$ cat src/rtl/uart_tx_fifo_ctrl.sv
// uart_tx_fifo_ctrl
// Transmit-side buffer in front of a UART byte engine. Producers push bytes into a
// DEPTH-entry FIFO. A small FSM pops one byte at a time and launches it through a
// start flag. It then waits for the UART to go busy and to become idle again.
//
// Handshake with the UART, level based:
//   UART_RDY=1 means the UART is idle. UART_START_FLAG is raised with UART_DIN already
//   valid. The flag is held until UART_RDY drops, which means the UART accepted the
//   byte. The next byte is not offered until UART_RDY returns high.
//
// Optional feature: define UART_TXFIFO_OVF_EN to add a sticky overflow flag
// (OVF_FLAG) with a synchronous clear input (OVF_CLR).

module uart_tx_fifo_ctrl #(
  parameter int BITWIDTH = 8,
  parameter int DEPTH    = 16
) (
  input  logic                     CLK_SYS,
  input  logic                     RST,
  input  logic                     FIFO_WR_EN,
  input  logic [BITWIDTH-1:0]      FIFO_DIN,
  output logic                     FIFO_FULL,
  output logic                     FIFO_EMPTY,
  output logic [$clog2(DEPTH):0]   FIFO_LEVEL,
  input  logic                     UART_RDY,
  output logic                     UART_START_FLAG,
  output logic [BITWIDTH-1:0]      UART_DIN,
`ifdef UART_TXFIFO_OVF_EN
  input  logic                     OVF_CLR,
  output logic                     OVF_FLAG,
`endif
  output logic                     TX_BUSY
);

  localparam int ADDR_W = $clog2(DEPTH);
  localparam int PTR_W  = ADDR_W + 1;

  typedef enum logic [1:0] {
    S_IDLE  = 2'd0,
    S_LOAD  = 2'd1,
    S_START = 2'd2,
    S_WAIT  = 2'd3
  } state_t;

  state_t              state;
  logic [PTR_W-1:0]    wr_ptr;
  logic [PTR_W-1:0]    rd_ptr;
  logic [PTR_W-1:0]    wr_ptr_nxt;
  logic [PTR_W-1:0]    rd_ptr_nxt;
  logic [BITWIDTH-1:0] mem [DEPTH];
  logic                do_write;
  logic                do_pop;

  // A write is accepted only against the registered full flag. A pop in the same
  // cycle never frees room for it, so there is no pass-through.
  assign do_write   = FIFO_WR_EN && !FIFO_FULL;
  // The only pop point is S_LOAD. It is entered only when the FIFO is not empty.
  assign do_pop     = (state == S_LOAD);
  assign wr_ptr_nxt = do_write ? wr_ptr + PTR_W'(1) : wr_ptr;
  assign rd_ptr_nxt = do_pop   ? rd_ptr + PTR_W'(1) : rd_ptr;

  // Storage array, deliberately not reset.
  always_ff @(posedge CLK_SYS) begin
    if (do_write) begin
      mem[wr_ptr[ADDR_W-1:0]] <= FIFO_DIN;
    end
  end

  // Pointers plus status. Status is registered from the next pointer values, so it
  // reflects a write or pop from the cycle right after it.
  always_ff @(posedge CLK_SYS or posedge RST) begin
    if (RST) begin
      wr_ptr     <= '0;
      rd_ptr     <= '0;
      FIFO_EMPTY <= 1'b1;
      FIFO_FULL  <= 1'b0;
      FIFO_LEVEL <= '0;
    end else begin
      wr_ptr     <= wr_ptr_nxt;
      rd_ptr     <= rd_ptr_nxt;
      FIFO_EMPTY <= (wr_ptr_nxt == rd_ptr_nxt);
      FIFO_FULL  <= (wr_ptr_nxt[ADDR_W] != rd_ptr_nxt[ADDR_W]) &&
                    (wr_ptr_nxt[ADDR_W-1:0] == rd_ptr_nxt[ADDR_W-1:0]);
      FIFO_LEVEL <= wr_ptr_nxt - rd_ptr_nxt;
    end
  end

  // Launch FSM. All outputs are registered. UART_DIN changes only when leaving
  // S_LOAD, so the UART can sample it any time during its start bit.
  always_ff @(posedge CLK_SYS or posedge RST) begin
    if (RST) begin
      state           <= S_IDLE;
      UART_START_FLAG <= 1'b0;
      UART_DIN        <= '0;
      TX_BUSY         <= 1'b0;
    end else begin
      case (state)
        S_IDLE: begin
          if (!FIFO_EMPTY && UART_RDY) begin
            state   <= S_LOAD;
            TX_BUSY <= 1'b1;
          end
        end
        S_LOAD: begin
          UART_DIN        <= mem[rd_ptr[ADDR_W-1:0]];
          UART_START_FLAG <= 1'b1;
          state           <= S_START;
        end
        S_START: begin
          if (!UART_RDY) begin
            UART_START_FLAG <= 1'b0;
            state           <= S_WAIT;
          end
        end
        S_WAIT: begin
          if (UART_RDY) begin
            state   <= S_IDLE;
            TX_BUSY <= 1'b0;
          end
        end
        default: begin
          state           <= S_IDLE;
          UART_START_FLAG <= 1'b0;
          TX_BUSY         <= 1'b0;
        end
      endcase
    end
  end

`ifdef UART_TXFIFO_OVF_EN
  // Sticky overflow flag. A dropped write sets it. OVF_CLR clears it, but a
  // set in the same cycle takes priority over the clear.
  always_ff @(posedge CLK_SYS or posedge RST) begin
    if (RST) begin
      OVF_FLAG <= 1'b0;
    end else if (FIFO_WR_EN && FIFO_FULL) begin
      OVF_FLAG <= 1'b1;
    end else if (OVF_CLR) begin
      OVF_FLAG <= 1'b0;
    end
  end
`endif

endmodule

$ cat config.mk
export PLATFORM = sky130hd
export DESIGN_NAME = uart_tx_fifo_ctrl
export DESIGN_NICKNAME = d
export VERILOG_FILES = /design/src/rtl/uart_tx_fifo_ctrl.sv
export SDC_FILE = /design/constraint.sdc
export NUM_CORES = 1
export LEC_CHECK = 0
export CAP_MARGIN = 20
export CORE_MARGIN = 5
export CORE_UTILIZATION = 45
export CTS_BUF_LIST = sky130_fd_sc_hd__clkbuf_8
export DETAILED_ROUTE_END_ITERATION = 8
export GPL_TIMING_DRIVEN = 0
export HOLD_SLACK_MARGIN = 0.1
export SLEW_MARGIN = 20
export SYNTH_ARGS = -nofsm -noshare
export SYNTH_HDL_FRONTEND = slang
export SYNTH_SLANG_ARGS = --single-unit
$ cat constraint.sdc
create_clock -name CLK_SYS -period 7.4 [get_ports CLK_SYS]
set_input_delay 2.22 -clock CLK_SYS [delete_from_list [all_inputs] [get_ports CLK_SYS]]
set_output_delay 2.22 -clock CLK_SYS [all_outputs]
set_load 0.01 [all_outputs]
==> out/results.tsv, run 1 <==
stage	metric	value	unit
outcome	status	finished clean	
logic_synthesis	synth.area.mux_share	0.136	
die	ios	29	
power_and_ir_drop	ir_drop	163	uV
place	place_congestion	0.721	
sta	slew_violations	0	
logic_synthesis	syn_nets	354	
sta	hold_slack	507	ps
logic_synthesis	synth_edf_count	128	
routing	ant_nets	0	
sta	rsz0062_at_grt	no	
sta	post-route-period-util	0.565	
layout	area_growth	14.8	%
layout	num-fill-cells	1131	
global_route	grt_start_max_net_pins	30	
min_path	hold_path_class	register to register	
logic_synthesis	ys_ff_latch	157	
die	design.die.area	0.0167	mm2
layout	drive_above_1_share	0.221	
routing	wire_per_inst	21.7	um
global_route	grtUsageTotal	0.162	
setup_path	crit_path_end_kind	register	
layout	final_core_util	0.528	
sta	skew	12.4	ps
setup_path	regToRegSetupSlack	4510	ps
cts	clock_path_buffers	2	
logic_synthesis	syn_inst	330	
cts	cts_setup_buffers	0	
logic_synthesis	synthXorXnorAreaFrac	0.0226	
logic_synthesis	avgSynthCellArea	19.4	um2
setup_path	critPathTopFamily	adder cells	
setup_path	crit_type	input pin to register	
logic_synthesis	synth_top_family_by_area	multiplexers	
sta	hold_violations	0	
sta	worstMarginPinSlew	813	ps
routing	dr.pass1.iters	4	
die	row_count	43	
setup_path	crit_chain	clkdlybuf4s50_1 -> nand2b_1 -> buf_2 -> xnor2_1 -> ha_1 -> inv_1 -> fa_1 -> inv_1 -> maj3_1 -> maj3_2 -> xor2_1	
place	placed_cell_area	0.00692	mm2
global_route	overflow	0	
die	core_area	0.0139	mm2
layout	postLayoutCellArea	0.00736	mm2
logic_synthesis	synthSimpleGateAreaFrac	0.0466	
logic_synthesis	synth_adder_area_share	0.0295	
sta	setup_viol	0	
cts	htreeDepth	4	
routing	drtIter0Drc	255	
cts	numCtsBuffers	17	
setup_path	slowest_delay	500	ps
setup_path	critPathBufInv	4	
cts	clk_latency	440	ps
cts	cts_root_buffer	clkbuf_8	
sta	max_freq	0.239	GHz
setup_path	cpMostUsedCell	inv_1	
sta	layout_min_cycle_time	4180	ps
routing	routed_wl	12400	um
logic_synthesis	yosys_warnings	0	
global_route	antenna_found_initial	0	
setup_path	crit_fanout	6	
job	drv_cap	0	
routing	via_per_inst	5.38	
routing	remaining_drc_errors	0	
setup_path	slowest_stage	clkdlybuf4s50_1	
cts	cts-hold-fix-buffers	0	
place	port_buffers	28	
place	post-dp-hpwl	8190	um
die	die_x	129	um
layout	diodes	0	
cts	cts_tree	yes	
power_and_ir_drop	total_leakage_power	2.57	nW
logic_synthesis	synth_compound_area_frac	0.0275	
die	die_h	129	um
setup_path	cp.arrival	4490	ps
routing	vias	3068	
logic_synthesis	ys_seq_area_frac	0.713	
layout	finalNetCount	401	
cts	cts_sinks	157	
sta	tns	0	ps
logic_synthesis	synthFlopType	edfxtp_1	
sta	maxSlewHeadroom	0.458	
die	start_util	0.460	
setup_path	worstPathRequired	7710	ps
logic_synthesis	synth-async-reset-ratio	0.185	
global_route	grt_pass1_wl	19500	um
cts	path_clk_slew	70	ps
logic_synthesis	synth_cell_types	44	
cts	cts_resized	0	
setup_path	cp-start-kind	input pin	
logic_synthesis	syn_area	0.00641	mm2
global_route	grt_pass1_vias	3305	
power_and_ir_drop	p_per_area	408	mW/mm2
where the power goes:
part / internal (W) / total [W] / leakage [nW] / switching (W)
clock network: 0.000396 / 0.000700 / 0.227 / 0.000304
registers: 0.00112 / 0.00120 / 1.50 / 0.0000787
logic: 0.000545 / 0.00111 / 0.849 / 0.000563
area by class of cell:
type,instances,area [um2],area share
Multi-Input combinational cell,146,1680,0.228
Clock buffer,17,234,0.0318
Sequential cell,157,4570,0.621
Timing Repair Buffer,28,280,0.0381
Tap cell,180,225,0.0306
Clock inverter,15,206,0.0281
Buffer,13,108,0.0146
Inverter,14,52.6,0.00714
metrics by stage:
| stage | total power [W] | setup slack, ps | instances |
|---|---|---|---|
| 4_1_cts | 0.00304 | 3230 | 570 |
| 3_3_place_gp | 0.00233 | 2780 | 538 |
| 3_5_place_dp | 0.00235 | 2780 | 538 |
| 2_1_floorplan | 0.00198 | 3450 | 330 |
| 5_1_grt | 0.00318 | 3130 | 570 |
| 6_report | 0.00301 | 3220 | 570 |
registers in the layout (all words and copies together), names as in the netlist, named ones only:
name,flops
FIFO_LEVEL,5
state,2
UART_START_FLAG,1
mem,128
FIFO_FULL,1
TX_BUSY,1
wr_ptr,4
FIFO_EMPTY,1
UART_DIN,8
rd_ptr,5
logic make-up after synthesis:
logic type | count (synthesis)
multiplexers | 42
AND/OR/NAND/NOR | 49
XOR/XNOR | 14
adder cells (fa/ha/maj) | 15
flip-flops | 157
AO/OA/AOI/OAI | 26
buffers and inverters | 27
per-layer routing:
metal  vias to the layer above  wire (um)  global-route usage
li1                       1386          -                   -
met4                         0         87              0.0426
met3                        11        611              0.0420
met1                      1615       5610               0.229
met2                        56       6060               0.252
met5                         -          0                   0
path summary, 6_finish.rpt:
| kind | to | from | depth (start not counted) |
|---|---|---|---|
| max | FIFO_LEVEL[4]$_DFF_PP0_ | FIFO_WR_EN | 11 |
| min | wr_ptr[4]$_DFF_PP0_ | wr_ptr[4]$_DFF_PP0_ | 1 |
| max reg2reg | FIFO_LEVEL[4]$_DFF_PP0_ | state[1]$_DFFE_PP0P_ | 10 |
| min reg2reg | wr_ptr[4]$_DFF_PP0_ | wr_ptr[4]$_DFF_PP0_ | 1 |
| max in group asynchronous | UART_DIN[6]$_DFFE_PP0N_ | RST | 2 |
| min in group asynchronous | UART_DIN[2]$_DFFE_PP0N_ | RST | 2 |
cell usage in the layout, fill, tap and decap left out, types with 3 or more instances in the layout:
| cell type | instances |
|---|---|
| edfxtp_1 | 128 |
| mux4_2 | 29 |
| dfrtp_1 | 28 |
| clkdlybuf4s50_1 | 28 |
| inv_1 | 17 |
| clkbuf_8 | 17 |
| and2_1 | 16 |
| a22oi_1 | 16 |
| nand2_1 | 13 |
| ha_1 | 11 |
| mux2_4 | 7 |
| xnor2_1 | 6 |
| o21ai_0 | 6 |
| clkbuf_1 | 5 |
| xor2_1 | 5 |
| bufinv_16 | 5 |
| buf_2 | 3 |
| nor2b_1 | 3 |
| mux2_2 | 3 |
| nor3b_1 | 3 |
| mux4_1 | 3 |
| clkinvlp_4 | 3 |
synth_stat cells (2+ instances only):
cell,number,area (um2)
xor2_1,5,43.8
inv_1,14,52.6
nor3b_1,3,22.5
xnor2_1,6,52.6
maj3_1,2,20.0
mux4_2,29,653
buf_12,2,40.0
nand3_1,2,10.0
xnor2_2,2,32.5
nand2_1,13,48.8
a22oi_1,16,120
o21ai_0,6,30.0
nor2_1,2,7.51
edfxtp_1,128,3840
mux2_2,3,33.8
nor2b_1,3,18.8
dfrtp_1,28,701
mux2_4,7,105
mux4_1,3,78.8
and2_1,16,100
clkbuf_1,5,18.8
buf_2,3,15.0
ha_1,11,138
No activity file was read; power rests on OpenSTA's default activity.
==> run 2: changes to the inputs <==
==> constraint.sdc (replaced) <==
create_clock -name CLK_SYS -period 4.08 [get_ports CLK_SYS]
set_input_delay 1.224 -clock CLK_SYS [delete_from_list [all_inputs] [get_ports CLK_SYS]]
set_output_delay 1.224 -clock CLK_SYS [all_outputs]
set_load 0.01 [all_outputs]
==> results of run 2 <==
The final DEF is identical to that of run 1. Status: finished clean.
Among the figures that moved: setup slack after placement 2780 ps -> 451 ps; setup slack after layout 3220 ps -> 895 ps; register-to-register setup slack 4510 ps -> 1190 ps; total power 0.00301 W -> 0.00545 W; worst IR drop on VDD 163 uV -> 296 uV
==> run 3: changes to the inputs <==
==> constraint.sdc (replaced) <==
create_clock -name CLK_SYS -period 3.1 [get_ports CLK_SYS]
set_input_delay 0.93 -clock CLK_SYS [delete_from_list [all_inputs] [get_ports CLK_SYS]]
set_output_delay 0.93 -clock CLK_SYS [all_outputs]
set_load 0.01 [all_outputs]
==> results of run 3 <==
The final DEF is identical to that of run 1. Status: finished clean.
Among the figures that moved: setup slack after placement 2780 ps -> -235 ps; setup slack after layout 3220 ps -> 209 ps; register-to-register setup slack 4510 ps -> 210 ps; total power 0.00301 W -> 0.00717 W; worst IR drop on VDD 163 uV -> 390 uV
